===== src/rtl/dmem_pkg.sv =====
// Shared definitions for the data-memory responder slice.
//   state_e    : responder FSM states
//   op_e       : latched operation type
//   WORD_BYTES : bytes per memory word
//   addr_fault : flags misaligned or out-of-range byte addresses
package dmem_pkg;

  typedef enum logic [1:0] {
    IDLE = 2'd0,
    WAIT = 2'd1,
    RESP = 2'd2
  } state_e;

  typedef enum logic {
    OP_RD = 1'b0,
    OP_WR = 1'b1
  } op_e;

  localparam int unsigned WORD_BYTES = 4;

  // True when adr is not word aligned or lies beyond a 2^addr_bits-word memory.
  function automatic logic addr_fault(input logic [31:0] adr, input int unsigned addr_bits);
    logic misaligned;
    logic out_of_range;
    misaligned   = (adr % WORD_BYTES) != 32'd0;
    out_of_range = (adr >> (addr_bits + 2)) != 32'd0;
    return misaligned | out_of_range;
  endfunction

endpackage


===== src/rtl/dmem_ram.sv =====
// Word-addressed single-port data RAM, 2^ADDR_BITS x 32.
//   clk     : write clock
//   we_i    : synchronous write enable
//   addr_i  : word index
//   wdata_i : write data
//   rdata_o : combinational read data at addr_i
// Contents are intentionally not reset.
module dmem_ram #(
  parameter int unsigned ADDR_BITS = 6
) (
  input  logic                 clk,
  input  logic                 we_i,
  input  logic [ADDR_BITS-1:0] addr_i,
  input  logic [31:0]          wdata_i,
  output logic [31:0]          rdata_o
);

  logic [31:0] mem_q [0:(1 << ADDR_BITS) - 1];

  always_ff @(posedge clk) begin
    if (we_i) mem_q[addr_i] <= wdata_i;
  end

  assign rdata_o = mem_q[addr_i];

endmodule


===== src/rtl/dmem_responder.sv =====
// Memory-side responder for the core's data port with configurable wait states.
//   clk, reset          : clock, asynchronous active-high reset
//   memread, memwrite   : load / store request, held until ready
//   adr, writedata      : byte address and store data
//   readdata            : data of the last successful load
//   ready               : one-cycle completion pulse
//   error               : fault pulse, coincident with ready
//   busy                : transaction in flight (acceptance through ready)
module dmem_responder
  import dmem_pkg::*;
#(
  parameter int unsigned ADDR_BITS   = 6,
  parameter int unsigned WAIT_CYCLES = 2
) (
  input  logic        clk,
  input  logic        reset,
  input  logic        memread,
  input  logic        memwrite,
  input  logic [31:0] adr,
  input  logic [31:0] writedata,
  output logic [31:0] readdata,
  output logic        ready,
  output logic        error,
  output logic        busy
);

  localparam logic [3:0] WAIT_LOAD = (WAIT_CYCLES > 0) ? 4'(WAIT_CYCLES - 1) : 4'd0;

  state_e                state_q, state_d;
  logic                  pend_q, pend_d;
  logic [3:0]            cnt_q, cnt_d;
  op_e                   op_q, op_d;
  logic                  fault_q, fault_d;
  logic [ADDR_BITS-1:0]  idx_q, idx_d;
  logic [31:0]           wd_q, wd_d;
  logic [31:0]           readdata_q, readdata_d;

  logic                  ram_we;
  logic [31:0]           ram_rdata;

  dmem_ram #(.ADDR_BITS(ADDR_BITS)) u_ram (
    .clk     (clk),
    .we_i    (ram_we),
    .addr_i  (idx_q),
    .wdata_i (wd_q),
    .rdata_o (ram_rdata)
  );

  always_ff @(posedge clk or posedge reset) begin
    if (reset) begin
      state_q    <= IDLE;
      pend_q     <= 1'b0;
      cnt_q      <= '0;
      op_q       <= OP_RD;
      fault_q    <= 1'b0;
      idx_q      <= '0;
      wd_q       <= '0;
      readdata_q <= '0;
    end else begin
      state_q    <= state_d;
      pend_q     <= pend_d;
      cnt_q      <= cnt_d;
      op_q       <= op_d;
      fault_q    <= fault_d;
      idx_q      <= idx_d;
      wd_q       <= wd_d;
      readdata_q <= readdata_d;
    end
  end

  always_comb begin
    state_d    = state_q;
    pend_d     = pend_q;
    cnt_d      = cnt_q;
    op_d       = op_q;
    fault_d    = fault_q;
    idx_d      = idx_q;
    wd_d       = wd_q;
    readdata_d = readdata_q;
    ram_we     = 1'b0;

    case (state_q)
      IDLE: begin
        // pend_q marks the cycle after the accepting edge: the request is
        // latched but the wait/response sequence starts one edge later.
        if (pend_q) begin
          pend_d = 1'b0;
          if (WAIT_CYCLES > 0) begin
            state_d = WAIT;
            cnt_d   = WAIT_LOAD;
          end else begin
            state_d = RESP;
          end
        end else if (memread | memwrite) begin
          pend_d  = 1'b1;
          op_d    = memwrite ? OP_WR : OP_RD;
          fault_d = addr_fault(adr, ADDR_BITS) | (memread & memwrite);
          idx_d   = adr[ADDR_BITS+1:2];
          wd_d    = writedata;
        end
      end
      WAIT: begin
        if (cnt_q == 4'd0) state_d = RESP;
        else               cnt_d   = cnt_q - 4'd1;
      end
      RESP:    state_d = IDLE;
      default: state_d = IDLE;
    endcase

    // RAM write and load capture happen only on the edge entering RESP.
    if (state_d == RESP && state_q != RESP && !fault_q) begin
      if (op_q == OP_WR) ram_we     = 1'b1;
      else               readdata_d = ram_rdata;
    end
  end

  assign readdata = readdata_q;
  assign ready    = (state_q == RESP);
  assign error    = (state_q == RESP) & fault_q;
  assign busy     = pend_q | (state_q != IDLE);

endmodule

===== config.mk =====
export PLATFORM = sky130hd
export DESIGN_NAME = dmem_responder
export DESIGN_NICKNAME = d
export VERILOG_FILES = /design/src/rtl/dmem_pkg.sv /design/src/rtl/dmem_ram.sv /design/src/rtl/dmem_responder.sv
export SDC_FILE = /design/constraint.sdc
export NUM_CORES = 2
export LEC_CHECK = 0
export ABC_AREA = 0
export CAP_MARGIN = 10
export CORE_ASPECT_RATIO = 0.8
export CORE_MARGIN = 5
export CORE_UTILIZATION = 63
export CTS_CLUSTER_SIZE = 12
export DETAILED_ROUTE_END_ITERATION = 10
export HOLD_SLACK_MARGIN = 0.1
export PLACE_DENSITY = 0.8
export SETUP_SLACK_MARGIN = 0.05
export SYNTH_ARGS = -nofsm -noshare
export SYNTH_HDL_FRONTEND = slang
export SYNTH_SLANG_ARGS = --single-unit

===== constraint.sdc =====
create_clock -name clk -period 6.4 [get_ports clk]
set_clock_uncertainty 0.15 [all_clocks]
set_input_delay 1.92 -clock clk [delete_from_list [all_inputs] [get_ports clk]]
set_output_delay 1.92 -clock clk [all_outputs]
set_load 0.005 [all_outputs]

==> reports/results.txt <==
Pin slew with the least headroom to its limit = 1310 ps
Register area = 63500 sq um
Worst vdd ir = 0.000566 V
Fraction of registers with async set or reset after synthesis = 0.0371
Resized Gates After CTS = 0
Pwr Total = 42.2 mW
I/O pins = 103
Largest family of logic cells by synthesized area = multiplexers
Placed cell areas = 85000 sq um
Vias per cell = 7.41
Arr. time, crit path = 4670 ps
Max incr delay on CP = 900 ps
Total Wirelength = 236000 um
Post-synthesis adder-cell area fraction = 0.000154
Number of remaining DRC errors = 0
Post-Syn Area = 81500 sq um
#FFs+latches synth = 2127
GR Util met1 = 0.478
Rel. slew slack = 0.119
Main synth FF type = edfxtp_1
Synth Area in Compound Gates = 0.0772
Total Nets Final = 4569
CP startpoint kind = flop
Leading cell type in the layout, fill and taps excluded = edfxtp_1
Post-Place Cells = 6034
Area grow syn2layout = 11.5%
Crit path top cell by count = nand2_1
Initial DRT Pass Iterations = 9
Mean Syn Cell Area = 18.8 sq um
Post-synthesis xor/xnor area fraction = 0.000215
Crit. End Element = flop
CP Cell Sequence = inv_1 -> ha_1 -> or3b_1 -> nor3_2 -> nand2_1 -> nor2_1 -> nand2_1 -> nor2_4 -> buf_4
GPL Wtd Cong = 0.901
GRT Max-Usage Layer = met2
Min-Delay Path Class = reg2reg
Setup Viol. Count Final = 0
H-Tree Depth = 4
CP max stage cell = nor2_4
Clk sinks = 2127
Tcrit/Tclk final = 0.678
Min Tclk post-route = 4340 ps
Core ar. = 129000 sq um
Most frequent cells in the layout = 2048 x edfxtp_1, 363 x mux2i_1, 255 x a221oi_1
Final Cell Area = 90900 sq um
Area occupied by multi-input gates = 16900 sq um
DR WL/cell = 37.0 um
Pre-CTS setup slack = 2120 ps
Met3 usage = 0.112
Met2 Usage GRT = 0.487
PortBufs = 102
Post-synth EDFFs = 2048
Gate Count Post-Synth = 4328
FILL cells = 7518
Run status = finished, final reports clean
Register area share after synthesis = 0.779
Largest net degree at the start of global routing = 115
Gr usage total = 0.343
Final cell count without fillers = 6387
Initial antenna violation count = 3
Slew Limit Fails = 0
Finished Core Util = 0.704
Starting Density = 0.632
Iteration-0 DRC Markers = 9271
Top-area cell type share of the netlist area = 0.755
Synth Area in Simple Gates = 0.0234
CTS tree = yes
Die span in x = 412 um
Total Neg Setup Slack = 0 ps
Vias in the first global route = 46052
Number of synthesis warnings = 0
Static Leakage = 28.7 nW
GRT Residual Overflow = 0
Maximum clock frequency = 230 MHz
Crit Path Class = reg2reg
Later-pin clock latency in the skew report = 820 ps
Netlist cell types = 74
RSZ-0062 raised after global routing = no
Critical Path RT = 6730 ps
Die area = 137000 sq um
Synthesized net count = 4397
Cts hold-fix bufs = 0
Core Rows = 118
Dominant cell type by area after synthesis = edfxtp_1
Largest cells by area after synthesis = edfxtp_1 75%, mux2i_1 4.5%, mux4_2 3.9%
Power density over the cells = 464 nW/um^2
TritonCTS Buffers = 198
Setup WS post-layout = 2060 ps
Clock-pin slew on the worst setup and hold paths = 60 ps
ANT nets after route = 0
Vias after detailed routing = 47308
Buffer depth of the longest clock path = 3
Max-Cap Viols = 0
Multiplexer area fraction after synthesis = 0.100
Die height = 332 um
Share of layout cells above drive strength 1 = 0.166
Final hold viol count = 0
DP HPWL = 133000 um
First-pass GRT wire length = 333000 um
Clock Tree Root = clkbuf_16
Peak fanout along the critical path = 17
Worst hold slack = 368 ps
Postcts setup bufs = 0
## layer usage
metal  share of wire  wire (um)
met2            0.44     103000
met4           0.062      14800
met5         0.00012         29
met1            0.34      80200
met3            0.16      38500
## where the power goes
| part | internal, mW | switching, mW |
|---|---|---|
| sequential | 17.5 | 0.626 |
| clock | 5.97 | 4.92 |
| combinational | 3.79 | 9.34 |
| total | 27.3 | 14.9 |
## final timing paths
path / from / end / slack (ps) / depth (start not counted)
setup / recovery: cnt_q[0] / u_ram.mem_q[53][10] / 2060 / 9
min in group asynchronous: reset / wd_q[30] / 1450 / 2
setup reg to reg: cnt_q[0] / u_ram.mem_q[53][10] / 2060 / 9
hold reg to reg: cnt_q[0] / cnt_q[0] / 370 / 1
max in group asynchronous: reset / idx_q[1] / 3400 / 3
hold / removal: cnt_q[0] / cnt_q[0] / 370 / 1
## layout make-up
class | count | area share
repair buffers | 264 | 0.0266
diodes | 5 | 0.000138
clock buffers | 330 | 0.0618
inverters | 7 | 0.000386
flip-flops and latches | 2127 | 0.699
multi-input cells | 1902 | 0.186
clock inverters | 12 | 0.00153
well taps | 1740 | 0.0240
## kinds of logic after synthesis
logic type | after synthesis
muxes | 624
AOI/OAI and AO/OA | 852
DFF | 2127
and+or+nand+nor | 423
xor gates and xnor gates | 2
buffers and inverters | 299
adders and majority gates | 1
## registers in the layout, indices dropped and copies added, names as in the netlist, 2 cells and up
register     flops
state_q          2
idx_q            6
u_ram.mem_q   2048
cnt_q            4
readdata        32
wd_q            32
## cell usage after synthesis, types with 11 or more instances
| library cell | instances |
|---|---|
| mux2i_1 | 363 |
| a22o_1 | 19 |
| edfxtp_1 | 2048 |
| o221ai_1 | 15 |
| buf_2 | 135 |
| o22ai_1 | 108 |
| a221o_1 | 13 |
| mux4_2 | 141 |
| buf_1 | 19 |
| o32a_1 | 11 |
| dfrtp_1 | 79 |
| o21ai_0 | 104 |
| buf_4 | 40 |
| a31oi_1 | 25 |
| nand2_1 | 93 |
| nor2_1 | 198 |
| clkbuf_1 | 71 |
| nand4_1 | 11 |
| and3_1 | 11 |
| a21oi_1 | 70 |
| mux2_2 | 118 |
| a221oi_1 | 255 |
| nand3_1 | 47 |
| buf_6 | 27 |
| a22oi_1 | 156 |
## worst max-delay path: cells and delay by family, from the launching register on
family	cells	cell delay, ps
buffers and inverters	2	510
DFF	1	410
and+or+nand+nor	6	2730
adders and majority gates	1	150
Power figures use the tool's default switching activity.
